==> src/rtl/serial_adder_pkg.sv <==
// Shared types and helpers for the bit-serial adder.
// FSM state encoding and counter sizing used by the top level.
package serial_adder_pkg;

  typedef enum logic [1:0] {
    IDLE = 2'd0,
    RUN  = 2'd1,
    DONE = 2'd2
  } sa_state_t;

  function automatic int unsigned cnt_width(input int unsigned width);
    return $clog2(width);
  endfunction

endpackage

==> src/rtl/serial_adder_if.sv <==
// Operand/result handshake bundle for the bit-serial adder.
// master drives operands and consumes results; slave is the adder.
interface serial_adder_if #(
  parameter int unsigned WIDTH = 8
);

  logic             in_valid;
  logic             in_ready;
  logic [WIDTH-1:0] a;
  logic [WIDTH-1:0] b;
  logic             cin;
  logic             out_valid;
  logic             out_ready;
  logic [WIDTH-1:0] sum;
  logic             cout;
  logic             busy;

  modport master (
    output in_valid, a, b, cin, out_ready,
    input  in_ready, out_valid, sum, cout, busy
  );

  modport slave (
    input  in_valid, a, b, cin, out_ready,
    output in_ready, out_valid, sum, cout, busy
  );

endinterface

==> src/rtl/full_adder.sv <==
// One-bit full adder composed of two half adders and an OR of their carries.
module full_adder (
  input  logic a,
  input  logic b,
  input  logic ci,
  output logic s,
  output logic co
);

  logic ha0_sum;
  logic ha0_cout;
  logic ha1_cout;

  half_adder u_ha0 (
    .a   (a),
    .b   (b),
    .sum (ha0_sum),
    .cout(ha0_cout)
  );

  half_adder u_ha1 (
    .a   (ha0_sum),
    .b   (ci),
    .sum (s),
    .cout(ha1_cout)
  );

  assign co = ha0_cout | ha1_cout;

endmodule

==> src/rtl/half_adder.sv <==
// One-bit half adder: sum and carry of two input bits.
module half_adder (
  input  logic a,
  input  logic b,
  output logic sum,
  output logic cout
);

  assign sum  = a ^ b;
  assign cout = a & b;

endmodule

==> src/rtl/serial_adder.sv <==
// Bit-serial WIDTH-bit adder, LSB first, one bit per clock, with valid/ready
// handshakes on operands and result.
module serial_adder
  import serial_adder_pkg::*;
#(
  parameter int unsigned WIDTH = 8
) (
  input logic          clk,
  input logic          rst,
  serial_adder_if.slave bus
);

  localparam int unsigned CntW = cnt_width(WIDTH);
  localparam logic [CntW-1:0] CntLast = CntW'(WIDTH - 1);

  sa_state_t        state;
  logic [WIDTH-1:0] a_sh;
  logic [WIDTH-1:0] b_sh;
  logic [WIDTH-1:0] sum_sh;
  logic             carry;
  logic [CntW-1:0]  cnt;
  logic [WIDTH-1:0] sum_q;
  logic             cout_q;

  logic             fa_s;
  logic             fa_co;
  logic [WIDTH-1:0] sum_sh_next;

  full_adder u_fa (
    .a (a_sh[0]),
    .b (b_sh[0]),
    .ci(carry),
    .s (fa_s),
    .co(fa_co)
  );

  assign sum_sh_next = {fa_s, sum_sh[WIDTH-1:1]};

  always_ff @(posedge clk) begin
    if (rst) begin
      state  <= IDLE;
      a_sh   <= '0;
      b_sh   <= '0;
      sum_sh <= '0;
      carry  <= 1'b0;
      cnt    <= '0;
      sum_q  <= '0;
      cout_q <= 1'b0;
    end else begin
      unique case (state)
        IDLE: begin
          if (bus.in_valid) begin
            a_sh   <= bus.a;
            b_sh   <= bus.b;
            carry  <= bus.cin;
            cnt    <= '0;
            sum_sh <= '0;
            state  <= RUN;
          end
        end
        RUN: begin
          sum_sh <= sum_sh_next;
          a_sh   <= a_sh >> 1;
          b_sh   <= b_sh >> 1;
          carry  <= fa_co;
          cnt    <= cnt + 1'b1;
          if (cnt == CntLast) begin
            // Publish directly from the adder so the result lands with DONE.
            sum_q  <= sum_sh_next;
            cout_q <= fa_co;
            state  <= DONE;
          end
        end
        DONE: begin
          if (bus.out_ready) begin
            state <= IDLE;
          end
        end
        default: state <= IDLE;
      endcase
    end
  end

  assign bus.in_ready  = (state == IDLE);
  assign bus.out_valid = (state == DONE);
  assign bus.busy      = (state == RUN) || (state == DONE);
  assign bus.sum       = sum_q;
  assign bus.cout      = cout_q;

endmodule

==> src/flat_wrapper.sv <==
// flat-port wrapper written by rule: the top's interface ports become plain ports
module serial_adder_flat import serial_adder_pkg::*;
#(
  parameter int unsigned WIDTH = 8
)
  (clk, rst, bus_in_valid, bus_a, bus_b, bus_cin, bus_out_ready, bus_in_ready, bus_out_valid, bus_sum, bus_cout, bus_busy);
  serial_adder_if #(.WIDTH(WIDTH)) bus_i ();
  input logic clk;
  input logic rst;
  input wire logic [$bits(bus_i.in_valid)-1:0] bus_in_valid;
  input wire logic [$bits(bus_i.a)-1:0] bus_a;
  input wire logic [$bits(bus_i.b)-1:0] bus_b;
  input wire logic [$bits(bus_i.cin)-1:0] bus_cin;
  input wire logic [$bits(bus_i.out_ready)-1:0] bus_out_ready;
  output wire logic [$bits(bus_i.in_ready)-1:0] bus_in_ready;
  output wire logic [$bits(bus_i.out_valid)-1:0] bus_out_valid;
  output wire logic [$bits(bus_i.sum)-1:0] bus_sum;
  output wire logic [$bits(bus_i.cout)-1:0] bus_cout;
  output wire logic [$bits(bus_i.busy)-1:0] bus_busy;
  assign bus_i.in_valid = bus_in_valid;
  assign bus_i.a = bus_a;
  assign bus_i.b = bus_b;
  assign bus_i.cin = bus_cin;
  assign bus_i.out_ready = bus_out_ready;
  assign bus_in_ready = bus_i.in_ready;
  assign bus_out_valid = bus_i.out_valid;
  assign bus_sum = bus_i.sum;
  assign bus_cout = bus_i.cout;
  assign bus_busy = bus_i.busy;
  serial_adder #(.WIDTH(WIDTH)) u_core (.clk(clk), .rst(rst), .bus(bus_i));
endmodule
==> config.mk <==
export PLATFORM = sky130hd
export DESIGN_NAME = serial_adder_flat
export DESIGN_NICKNAME = d
export VERILOG_FILES = /design/src/rtl/serial_adder_pkg.sv /design/src/rtl/serial_adder_if.sv /design/src/rtl/full_adder.sv /design/src/rtl/half_adder.sv /design/src/rtl/serial_adder.sv /design/src/flat_wrapper.sv
export SDC_FILE = /design/constraint.sdc
export NUM_CORES = 1
export LEC_CHECK = 0
export ABC_AREA = 1
export CAP_MARGIN = 20
export CORE_MARGIN = 3
export CORE_UTILIZATION = 48
export CTS_BUF_LIST = sky130_fd_sc_hd__clkbuf_4 sky130_fd_sc_hd__clkbuf_8
export DETAILED_ROUTE_END_ITERATION = 6
export PLACE_DENSITY = 0.78
export SYNTH_ARGS = -nofsm -noshare
export SYNTH_HDL_FRONTEND = slang
export SYNTH_HIERARCHICAL = 1
export SYNTH_SLANG_ARGS = --single-unit
==> constraint.sdc <==
create_clock -name clk -period 1.3 [get_ports clk]
set_input_delay 0.325 -clock clk [delete_from_list [all_inputs] [get_ports clk]]
set_output_delay 0.325 -clock clk [all_outputs]
set_load 0.05 [all_outputs]
==> reports/qor.log, run 1 <==
qor: status.status complete, but fails checks
qor: status.failed_checks negative setup slack
qor: global_routing.grt_start_max_net_pins 16
qor: cts.cts-root-to-sink-buffers 2
qor: global_routing.grt_first_pass_wirelength 7169 µm
qor: setup_path.cp_max_fo 8
qor: floorplanning.die-area 0.004201 mm²
qor: sta.setup_slack -0.2091 ns
qor: route.detailedRoute.firstIterationViolations 128
qor: setup_path.arrival 1.75 ns
qor: sta.grt_setup_unrepaired true
qor: cts.cts.htree.levels 2
qor: cells_and_area.post-route-util 0.8520
qor: sta.final.period_utilization 1.161
qor: sta.max_slew.worst_pin.slew 0.1945 ns
qor: global_routing.grt.overflow.total 0
qor: logic_synthesis.synth_edf_count 0
qor: placement.place_hpwl 2344 µm
qor: global_routing.via_count_of_the_first_global_routing_pass 1,562
qor: cts.clock_tree_root clkbuf_4
qor: cells_and_area.syn_to_final_growth 63.07%
qor: placement.final_weighted_congestion_in_routability_driven_placement 0.7920
qor: cells_and_area.drive_above_1_share 0.3299
qor: logic_synthesis.synthesis.nets 265
qor: logic_synthesis.synthMostInstantiatedCell nand2_1
qor: logic_synthesis.avgSynthCellArea 7.006 µm²
qor: logic_synthesis.synth_async_sr_flop_share 0
qor: cells_and_area.layout.filler_cells 180
qor: floorplanning.placement_rows 20
qor: sta.final_hold_viol_count 0
qor: setup_path.startpoint_of_the_lowest_slack_register_to_register_path u_core/state[0]
qor: route.routed_via_count_divided_by_cell_count 5.251
qor: cells_and_area.multi_input_area 0.001020 mm²
qor: power_and_ir_drop.p_leak 1.119 nW
qor: route.final_antenna_net_count 0
qor: sta.clock.fmax 662.6 MHz
qor: floorplanning.die_height 64.82 µm
qor: logic_synthesis.synth_top_area_cell dfxtp_1
qor: cells_and_area.register_area 767.0 µm²
qor: logic_synthesis.ys_top_cells_by_area dfxtp_1 (46%), nand2_1 (18%), nor2_1 (10%)
qor: power_and_ir_drop.p_total 3.183 mW
qor: global_routing.grt_use_total 0.2237
qor: logic_synthesis.post_synth_instance_area 0.001660 mm²
qor: setup_path.cp-startpoint u_core/state[0]
qor: route.num_vias 1,759
qor: sta.finalSetupTns -3.534 ns
qor: cts.postCtsHoldBufs 0
qor: sta.final-max-slew-violation-count 0
qor: floorplanning.top_level_pins 33
qor: hold_path.hold_path_startpoint u_core/sum_sh[1]
qor: logic_synthesis.synth_sequential_area_ratio 0.4582
qor: logic_synthesis.synth.cells.most_frequent nand2_1 (81), nor2_1 (46), dfxtp_1 (38)
qor: route.post_drt_wl_per_cell 14.87 µm
qor: logic_synthesis.synth_cell_type_count 18
qor: power_and_ir_drop.max-vdd-ir-drop 1056 µV
qor: setup_path.worstPathRequired 1.54 ns
qor: floorplanning.core 0.003178 mm²
qor: cts.numClockSinks 38
qor: logic_synthesis.netlist.area_leader.share 0.4582
qor: cells_and_area.fin_nets 319
qor: sta.hold_ws 0.4725 ns
qor: setup_path.timing_worst_setup_path_type register to register
qor: sta.report.final.setup_viol 35
qor: logic_synthesis.yosys_most_used_dff dfxtp_1
qor: route.routed_wirelength 4980 µm
qor: cts.path_clk_slew 0.11 ns
qor: sta.clock_skew 0.008247 ns
qor: logic_synthesis.ys_seq_elements 38
qor: flow_run.drv.max_cap_violation_count 0
qor: cells_and_area.final_antenna_diode_count 0
qor: cts.tritoncts.num_buffers 5
qor: sta.maxSlewHeadroom 0.8703
qor: cts.tritoncts done
qor: cts.clock_insertion_delay_worst_skew 0.35 ns
qor: global_routing.grt_antenna_before_repair 0
qor: floorplanning.starting_density_of_the_core 0.5224
qor: floorplanning.floorplan.die.width 64.82 µm
qor: sta.final.min_clock_period 1.509 ns
qor: logic_synthesis.synthCells 237
qor: route.drt-pass1-iter-count 4
qor: logic_synthesis.synth.yosys.warnings 6
qor: setup_path.setup.worst_path.start_class register
qor: route.drc_violations_left 0
qor: power_and_ir_drop.p_per_cell_area 1176 mW/mm²
qor: hold_path.worstHoldPathType register to register
qor: placement.port-buffer-count 32
qor: setup_path.worstSetupEndpointType register
==> cell families after synthesis <==
group	after synthesis	synth area share
adder cells (fa/ha/maj)	7	0.05275
AND/OR/NAND/NOR	131	0.3007
buffers and inverters	23	0.06858
AO/OA/AOI/OAI	38	0.1198
flip-flops	38	0.4582
==> what timing repair did <==
action	in CTS	in global routing
gates resized for setup	29	72
setup endpoints to repair	8	41
cloned	4	0
buffers inserted	12	1
pin swaps	8	8
==> final timing paths <==
path,to,slack [ns],depth (start not counted)
worst max-delay path,u_core/b_sh[6],-0.21,9
worst min-delay path,u_core/sum_sh[1],0.47,2
worst max register to register,u_core/b_sh[6],-0.21,9
worst min register to register,u_core/sum_sh[1],0.47,2
==> through the flow <==
step | cell area [µm²] | std cells | setup WS, ns
after floorplan | 1705 | 237 | -0.01969
after global placement | 2223 | 313 | -0.2231
after detailed placement | 2223 | 313 | -0.2168
after CTS | 2499 | 336 | -0.1895
after global routing | 2708 | 335 | -0.2741
final | 2708 | 335 | -0.2091
==> area by class of cell <==
cell class              instances  area share
repair buffers                 54      0.2634
inverters                      13     0.02634
multi-input cells             176      0.3766
clock buffers                   7     0.01941
repair inverters                3     0.01063
flip-flops and latches         38      0.2833
well taps                      44     0.02033
==> sequential cells by signal, summed over array words and instances, names as in the netlist <==
signal           cells
u_core/cnt           3
u_core/sum_sh        7
u_core/bus.cout      1
u_core/b_sh          8
u_core/a_sh          8
u_core/bus.sum       8
u_core/carry         1
u_core/state         2
==> placed cells by master (no fill, tap or decap), drive strengths merged <==
| cell type | synthesis | routed |
|---|---|---|
| nand2 | 83 | 83 |
| nor2 | 46 | 46 |
| dfxtp | 38 | 38 |
| buf | 8 | 34 |
| o21ai | 21 | 21 |
| clkdlybuf4s50 | 0 | 20 |
| inv | 11 | 16 |
| a21oi | 15 | 15 |
| clkbuf | 2 | 7 |
| ha | 7 | 7 |
| o211ai | 2 | 2 |
| nand3 | 2 | 2 |
==> worst max-delay path, cell delays in order (launching register included) <==
cell     delay (ns)
dfxtp_4        0.38
inv_4          0.05
ha_4           0.18
buf_6          0.12
o21ai_4        0.16
buf_12         0.15
buf_12         0.14
inv_8          0.06
nor2_2         0.10
nor2_1         0.07
==> power breakdown <==
| part | internal (mW) | switching [mW] |
|---|---|---|
| Clock | 0.246 | 0.370 |
| Combinational | 0.562 | 0.634 |
| Sequential | 1.27 | 0.0989 |
| Total | 2.08 | 1.10 |
==> layer usage <==
| metal | vias to the layer above | part of all wire | track usage |
|---|---|---|---|
| li1 | 855 | - | - |
| met3 | 20 | 0.068 | 0.04159 |
| met2 | 84 | 0.51 | 0.3857 |
| met5 | - | 0 | 0 |
| met1 | 800 | 0.38 | 0.2637 |
| met4 | 0 | 0.035 | 0.1108 |
Power figures use the tool's default switching activity.
==> inputs of run 2 (changes only) <==
--- a/config.mk
+++ b/config.mk
@@ -8,10 +8,10 @@
 export ABC_AREA = 1
 export CAP_MARGIN = 20
 export CORE_MARGIN = 3
-export CORE_UTILIZATION = 48
+export CORE_UTILIZATION = 45
 export CTS_BUF_LIST = sky130_fd_sc_hd__clkbuf_4 sky130_fd_sc_hd__clkbuf_8
 export DETAILED_ROUTE_END_ITERATION = 6
-export PLACE_DENSITY = 0.78
+export PLACE_DENSITY = 0.74
 export SYNTH_ARGS = -nofsm -noshare
 export SYNTH_HDL_FRONTEND = slang
 export SYNTH_HIERARCHICAL = 1
==> run 2 against run 1 <==
  * The flow still finishes with violations (negative setup slack)
  * Utilization decreased by 6.1 points
  * Final area grew 0.55%
  * Total power is 9.1% higher
  * Clock-buffer cell count shrank 1
  * Sequential share of layout area shrank 0.064 points
  * Hold slack better by 0.0051 ns
  * First-iteration DRC count down 22%
  * Clock skew is 0.0039 ns lower
  * Global-route usage down 3.4 points
  * Fmax grew 5.9%
  * Non-clock buffer count decreased by 2
  * Highest routed layer unchanged
==> reports/qor.log, run 2 (synthesis gave the netlist of run 1 again) <==
qor: cts.numClockSinks 38 [unchanged]
qor: global_routing.grt_start_max_net_pins 24 [+8]
qor: cts.clock_tree_root clkbuf_8
qor: sta.report.final.setup_viol 29 [-17%]
qor: cells_and_area.fin_nets 315 [-1.3%]
qor: setup_path.r2r_setup_slack -0.09 ns [+0.12 ns]
qor: hold_path.worstHoldPathType register to register
qor: global_routing.grt_antenna_before_repair 0 [unchanged]
qor: global_routing.via_count_of_the_first_global_routing_pass 1,459 [-6.6%]
qor: setup_path.startpoint_of_the_lowest_slack_register_to_register_path u_core/state[0]
qor: cells_and_area.layout.cells.most_common nand2_1
qor: sta.final_hold_viol_count 0 [unchanged]
qor: sta.hold_ws 0.4776 ns [+0.005142 ns]
qor: setup_path.worst_r2r_endpoint u_core/a_sh[6]
qor: floorplanning.floorplan.die.width 66.74 µm [+3.0%]
qor: sta.final-max-slew-violation-count 0 [unchanged]
qor: setup_path.worstSetupEndpointType primary output
qor: route.routed_wirelength 4481 µm [-10%]
qor: setup_path.worstPathRequired 0.98 ns [-0.56 ns]
qor: flow_run.drv.max_cap_violation_count 0 [unchanged]
qor: floorplanning.die-area 0.004454 mm² [+6.0%]
qor: sta.clock_skew 0.004354 ns [-0.003893 ns]
qor: sta.final.period_utilization 1.096 [-0.06503]
qor: sta.clock.fmax 701.9 MHz [+5.9%]
qor: cts.clock_insertion_delay_worst_skew 0.29 ns [-0.06 ns]
qor: route.drt-pass1-iter-count 5 [+1]
qor: cts.tritoncts.num_buffers 5 [unchanged]
qor: hold_path.holdPathStages 2 [unchanged]
qor: setup_path.arrival 1.10 ns [-0.65 ns]
qor: setup_path.cp_max_fo 2 [-6]
qor: setup_path.cp-startpoint u_core/state[0]
qor: cells_and_area.stdcell_count 333 [-0.60%]
qor: power_and_ir_drop.p_per_cell_area 1276 mW/mm² [+8.5%]
qor: sta.final.min_clock_period 1.425 ns [-0.08454 ns]
qor: sta.grt_setup_unrepaired true
qor: placement.final_weighted_congestion_in_routability_driven_placement 0.7598 [-4.1%]
qor: hold_path.hold_path_startpoint u_core/cnt[1]
qor: status.status complete, but fails checks
qor: sta.setup_slack -0.1246 ns [+0.08454 ns]
qor: cells_and_area.drive_above_1_share 0.3066 [-0.02328]
qor: cts.path_clk_slew 0.07 ns [-0.04 ns]
qor: global_routing.grt_first_pass_wirelength 6486 µm [-9.5%]
qor: cells_and_area.final_antenna_diode_count 0 [unchanged]
qor: cts.cts.htree.levels 2 [unchanged]
qor: floorplanning.starting_density_of_the_core 0.4824 [-0.04007]
qor: power_and_ir_drop.max-vdd-ir-drop 827.9 µV [-22%]
qor: cells_and_area.syn_to_final_growth 63.98%
qor: status.failed_checks negative setup slack
qor: floorplanning.placement_rows 21 [+5.0%]
qor: cts.tritoncts done
qor: setup_path.cp-endpoint bus_out_valid
qor: placement.place_hpwl 2442 µm [+4.2%]
qor: route.post_drt_wl_per_cell 13.46 µm [-9.5%]
qor: power_and_ir_drop.p_leak 1.112 nW [-0.56%]
qor: route.final_antenna_net_count 0 [unchanged]
qor: sta.maxSlewHeadroom 0.8214 [-0.04889]
qor: setup_path.rr_worst_depth 7 [-2]
qor: floorplanning.die_height 66.74 µm [+3.0%]
qor: cts.cts-root-to-sink-buffers 2 [unchanged]
qor: route.drc_violations_left 0 [unchanged]
qor: placement.numPlacedInstances 319 [+1.9%]
qor: floorplanning.top_level_pins 33 [unchanged]
qor: sta.max_slew.worst_pin.slew 0.2674 ns [+0.07295 ns]
qor: placement.port-buffer-count 32 [unchanged]
qor: global_routing.grt_use_total 0.1896 [-0.03417]
qor: setup_path.setup.worst_path.start_class register
qor: global_routing.grt.overflow.total 0 [unchanged]
qor: route.routed_via_count_divided_by_cell_count 5.015 [-4.5%]
qor: cts.postCtsHoldBufs 0 [unchanged]
qor: route.detailedRoute.firstIterationViolations 100 [-22%]
qor: route.num_vias 1,670 [-5.1%]
qor: cells_and_area.layout.cells.most_common_list nand2_1 (78), dfxtp_1 (33), nor2_1 (28), clkdlybuf4s50_1 (20)
qor: floorplanning.core 0.003442 mm² [+8.3%]
qor: setup_path.timing_worst_setup_path_type register to primary output
## run 2: report_power, final
part,leakage (nW),internal [mW],total (mW),switching (mW)
Combinational,0.742,0.513,1.07,0.559
Sequential,0.313,1.28,1.39,0.113
Clock,0.0573,0.614,1.01,0.398
Total,1.11,2.40,3.47,1.07
## run 2: area by class of cell
cell class	count	area (µm²)
clock buffers	6	82.58
clock inverters	1	30.03
fillers	204	719.4
inverters	13	63.81
multi-input cells	176	1037
flip-flops and latches	38	769.5
well taps	46	57.56
repair buffers	52	676.9
repair inverters	1	5.005
## run 2: critical path, stage by stage, from the launching register on
cell,delay [ns]
dfxtp_4,0.37
inv_4,0.04
buf_6,0.11
ha_4,0.16
buf_12,0.14
## run 2: worst min-delay path by stage
| stage | to |
|---|---|
| finish | u_core/cnt[1] |
| global route | u_core/sum_sh[1] |
| CTS | u_core/cnt[1] |
| global placement | u_core/sum_sh[1] |
| floorplan | u_core/a_sh[7] |
| detailed placement | u_core/sum_sh[1] |
## run 2: metrics by stage
stage | cell area [µm²] | TNS [ns] | util | power [mW] | setup WS [ns]
finish | 2723 | -1.609 | 0.7910 | 3.474 | -0.1246
global route | 2723 | -3.385 | 0.7910 | 3.630 | -0.1652
CTS | 2547 | -1.058 | 0.7401 | 3.271 | -0.1296
detailed placement | 2281 | -5.062 | 0.6627 | 2.126 | -0.2470
global placement | 2281 | -4.062 | 0.6627 | 2.106 | -0.1865
floorplan | 1705 | -0.1890 | - | 1.844 | -0.01969
## run 2: per-layer routing
layer | share of wire | vias up | track usage | wire, µm
met1 | 0.41 | 762 | 0.2381 | 1842
met4 | 0.014 | 0 | 0.05838 | 63
met3 | 0.052 | 7 | 0.04384 | 231
met2 | 0.52 | 59 | 0.3193 | 2344
met5 | 0 | - | 0 | 0
li1 | - | 842 | - | -
## run 2: repair_timing
item / in CTS / in global routing
endpoints found under the setup margin: 7 / 41
cloned: 2 / 0
buffers inserted: 6 / 0
pin swaps: 7 / 3
resized for setup: 41 / 45
==> edit 1: new RTL, settings of run 1 <==
Re-encode `sa_state_t` (3 states) as one-hot, 3 bits wide.
--- a/src/rtl/serial_adder_pkg.sv
+++ b/src/rtl/serial_adder_pkg.sv
@@ -2,10 +2,10 @@
 // FSM state encoding and counter sizing used by the top level.
 package serial_adder_pkg;
 
-  typedef enum logic [1:0] {
-    IDLE = 2'd0,
-    RUN  = 2'd1,
-    DONE = 2'd2
+  typedef enum logic [2:0] {
+    IDLE = 3'b001,
+    RUN  = 3'b010,
+    DONE = 3'b100
   } sa_state_t;
 
   function automatic int unsigned cnt_width(input int unsigned width);
Function: no difference found for any inputs over 10 cycles, from zero or initial values and one cycle with rst high; not proved beyond that.
==> edit 1 against run 1 <==
  * The flow still finishes with violations (setup timing)
  * Design area increased by 4.2%
  * Wire length grew 1.4%
  * Setup slack improved by 0.039 ns
  * Synthesized area is 18% higher
  * Combinational power is 42% lower
  * Total power fell by 3.7%
  * Sequential cell count up 1
  * Die area rose by 16%
  * Critical endpoint is now bus_out_valid
==> edit 1: results (changes against run 1) <==
[synth]
ys_types=22  ; +4
synth_fa_ha_area_frac=0.02558  ; -0.02718
synth_compound_area_frac=0.03581  ; -0.08401
yosys-top-cells-count=nand2_1, nor2_1, dfxtp_1, inv_1, nand3_1
synth_nets=318  ; +20%

[layout]
multiInputGateArea_um2=1022  ; +0.25%
n_fill_cell=266  ; +48%
final_layout_size_suffix_gt1_frac=0.2232  ; -0.1067
multi_input_area_share=0.3625  ; -0.01415
final-clk-cell-share=0.04170  ; +0.02230
nClkBuffers=6  ; -1
multi_input_gates=203  ; +15%

[timing]
fin_skew_ns=0.008491  ; +0.0002446 ns
maxSlewHeadroom=0.8514  ; -0.01891
finalSetupViolCount=24  ; -31%
setup_slack_ns=-0.1698  ; +0.03930 ns

[critical_path]
cp.arrival_ns=1.14  ; -0.61 ns
r2r-end=u_core/a_sh[0]$_SDFFE_PP0P_
worstPathMaxFanout=4  ; -4
r2r_slack_ns=-0.08  ; +0.13 ns

[status]
violations=setup timing
status=complete, but fails checks

[drt]
dr_wl_met3_um=287  ; -15%
wl_met2_um=2486  ; -2.7%
viasPerCell=5.120  ; -2.5%
avgRoutedWirePerCell_um=12.85  ; -14%
drt_iter0_drc=153  ; +20%

[grt]
grtUsageMet1=0.2335  ; -0.03021
grt_pass1_wl_um=7831  ; +9.2%
met2_usage=0.3442  ; -0.04152

[cts]
post_cts_buffers=5  ; -7
cts_sinks=39  ; +2.6%

[placement]
gp_congestion=0.7853  ; -0.85%

[min_path]
holdPathStages=1  ; -1

[pwr]
p_int_mw=2.219  ; +6.6%

edit 1: changes by cell type in the layout (fill, tap and decap cells not counted), moves of 7 or more:
cell / run 1 / this run
o21ai_1: 14 / 2
nand3_1: 1 / 24
nor2_1: 27 / 48
clkbuf_4: 7 / 0
nand4_1: 0 / 16
inv_1: 7 / 31
edit 1: worst max-delay path: stages (launching register included):
cell and delay (ns):
dfxtp_4 0.37, nor2_4 0.14, nand2_2 0.10, inv_2 0.08, buf_8 0.14
edit 1: metrics by stage:
| step | std cells | utilization | hold slack (ns) |
|---|---|---|---|
| after CTS | 388 | 0.7075 | 0.4781 |
| after floorplan | 293 | - | 0.3941 |
| after detailed placement | 374 | 0.6509 | 0.4679 |
| final | 393 | 0.7424 | 0.4376 |
| after global routing | 393 | 0.7424 | 0.4585 |
| after global placement | 374 | 0.6509 | 0.4599 |
==> edit 2: new RTL, config.mk and constraints of run 1 <==
Made on the original files. `WIDTH` is set to 8 in 3 places; all go to 10.
--- a/src/rtl/serial_adder_if.sv
+++ b/src/rtl/serial_adder_if.sv
@@ -1,7 +1,7 @@
 // Operand/result handshake bundle for the bit-serial adder.
 // master drives operands and consumes results; slave is the adder.
 interface serial_adder_if #(
-  parameter int unsigned WIDTH = 8
+  parameter int unsigned WIDTH = 10
 );
 
   logic             in_valid;
--- a/src/rtl/serial_adder.sv
+++ b/src/rtl/serial_adder.sv
@@ -3,7 +3,7 @@
 module serial_adder
   import serial_adder_pkg::*;
 #(
-  parameter int unsigned WIDTH = 8
+  parameter int unsigned WIDTH = 10
 ) (
   input logic          clk,
   input logic          rst,
--- a/src/flat_wrapper.sv
+++ b/src/flat_wrapper.sv
@@ -1,7 +1,7 @@
 // flat-port wrapper written by rule: the top's interface ports become plain ports
 module serial_adder_flat import serial_adder_pkg::*;
 #(
-  parameter int unsigned WIDTH = 8
+  parameter int unsigned WIDTH = 10
 )
   (clk, rst, bus_in_valid, bus_a, bus_b, bus_cin, bus_out_ready, bus_in_ready, bus_out_valid, bus_sum, bus_cout, bus_busy);
   serial_adder_if #(.WIDTH(WIDTH)) bus_i ();
Ports: changed (resized bus_a, bus_b and bus_sum); port bits go from 33 to 39. No check against the original RTL was run, so the function may have changed too.
==> edit 2 against run 1 <==
  * The flow still finishes with violations (setup timing)
  * Combinational power shrank 6%
  * Setup slack gained 0.051 ns
  * Synthesized area up 24%
  * Sequential cell count rose by 9
  * Die area increased by 22%
  * Design area is 19% higher
  * Wire length rose by 24%
  * Non-clock buffer count grew 11
  * Total power is 21% higher
==> edit 2: results (changes against run 1) <==
[status]
status=complete, but fails checks
violations=setup timing

[placement]
place_inst=351  ; +12%
numPortBuffers=38  ; +19%
post-dp-hpwl_um=3002  ; +28%

[synth]
yosysSeqAreaShare=0.4569  ; -0.001311
yosys-top-cells-count=nand2_1, dfxtp_1, a21oi_1, nand3_1, o211a_1

[grt]
grt.total_usage=0.1782  ; -0.04554
grt_max_degree=37  ; +21
grt_pass1_wl_um=7438  ; +3.8%

[layout]
final-nonclk-buf-share=0.2711  ; +0.007699
nClkBuffers=6  ; -1
buffers=65  ; +20%
final_cells=375  ; +12%
final_layout_size_suffix_gt1_frac=0.2985  ; -0.03144

[timing]
tightest_slew_ns=0.2980  ; +0.1035 ns
setup_slack_ns=-0.1579  ; +0.05129 ns
fin_tns_setup_ns=-3.933  ; -0.3991 ns
finalSetupViolCount=44  ; +26%

[drt]
dr.pass1.iters=6  ; +2
avgRoutedWirePerCell_um=16.49  ; +11%
m1WireLength_um=2554  ; +34%
viasPerCell=5.491  ; +4.6%

[pwr]
pwr-share-clk=0.285  ; +0.092
power.switching_mw=1.125  ; +2.1%

edit 2: cell count changes in the layout (fill, tap and decap cells not counted), sizes merged, moves of 4 or more:
cell / run 1 / this run
o211a: 0 / 19
o21ai: 21 / 1
dfxtp: 38 / 47
clkdlybuf4s50: 20 / 24
nand2: 83 / 101
nand3: 2 / 25
nor2: 46 / 5
a21oi: 15 / 27
edit 2: cells by family after synthesis:
kind of cell,Yosys count,share of synthesized area
AOI/OAI and AO/OA,47,0.1622
adders and majority gates,7,0.04253
buffers and inverters,33,0.08020
DFF,47,0.4569
and+or+nand+nor,132,0.2582
edit 2: critical path: cells and delay by family, from the launching register on:
| kind | cells | cell delay [ns] |
|---|---|---|
| buf+inv | 4 | 0.49 |
| flops | 1 | 0.38 |
| compound gates | 2 | 0.30 |
| fa+ha+maj | 1 | 0.16 |
| simple gates | 1 | 0.07 |
edit 2: routing by layer:
layer,global-route usage,vias to the layer above
met5,0,-
met4,0.06889,0
met3,0.02945,22
met2,0.2969,96
met1,0.2310,949
li1,-,992
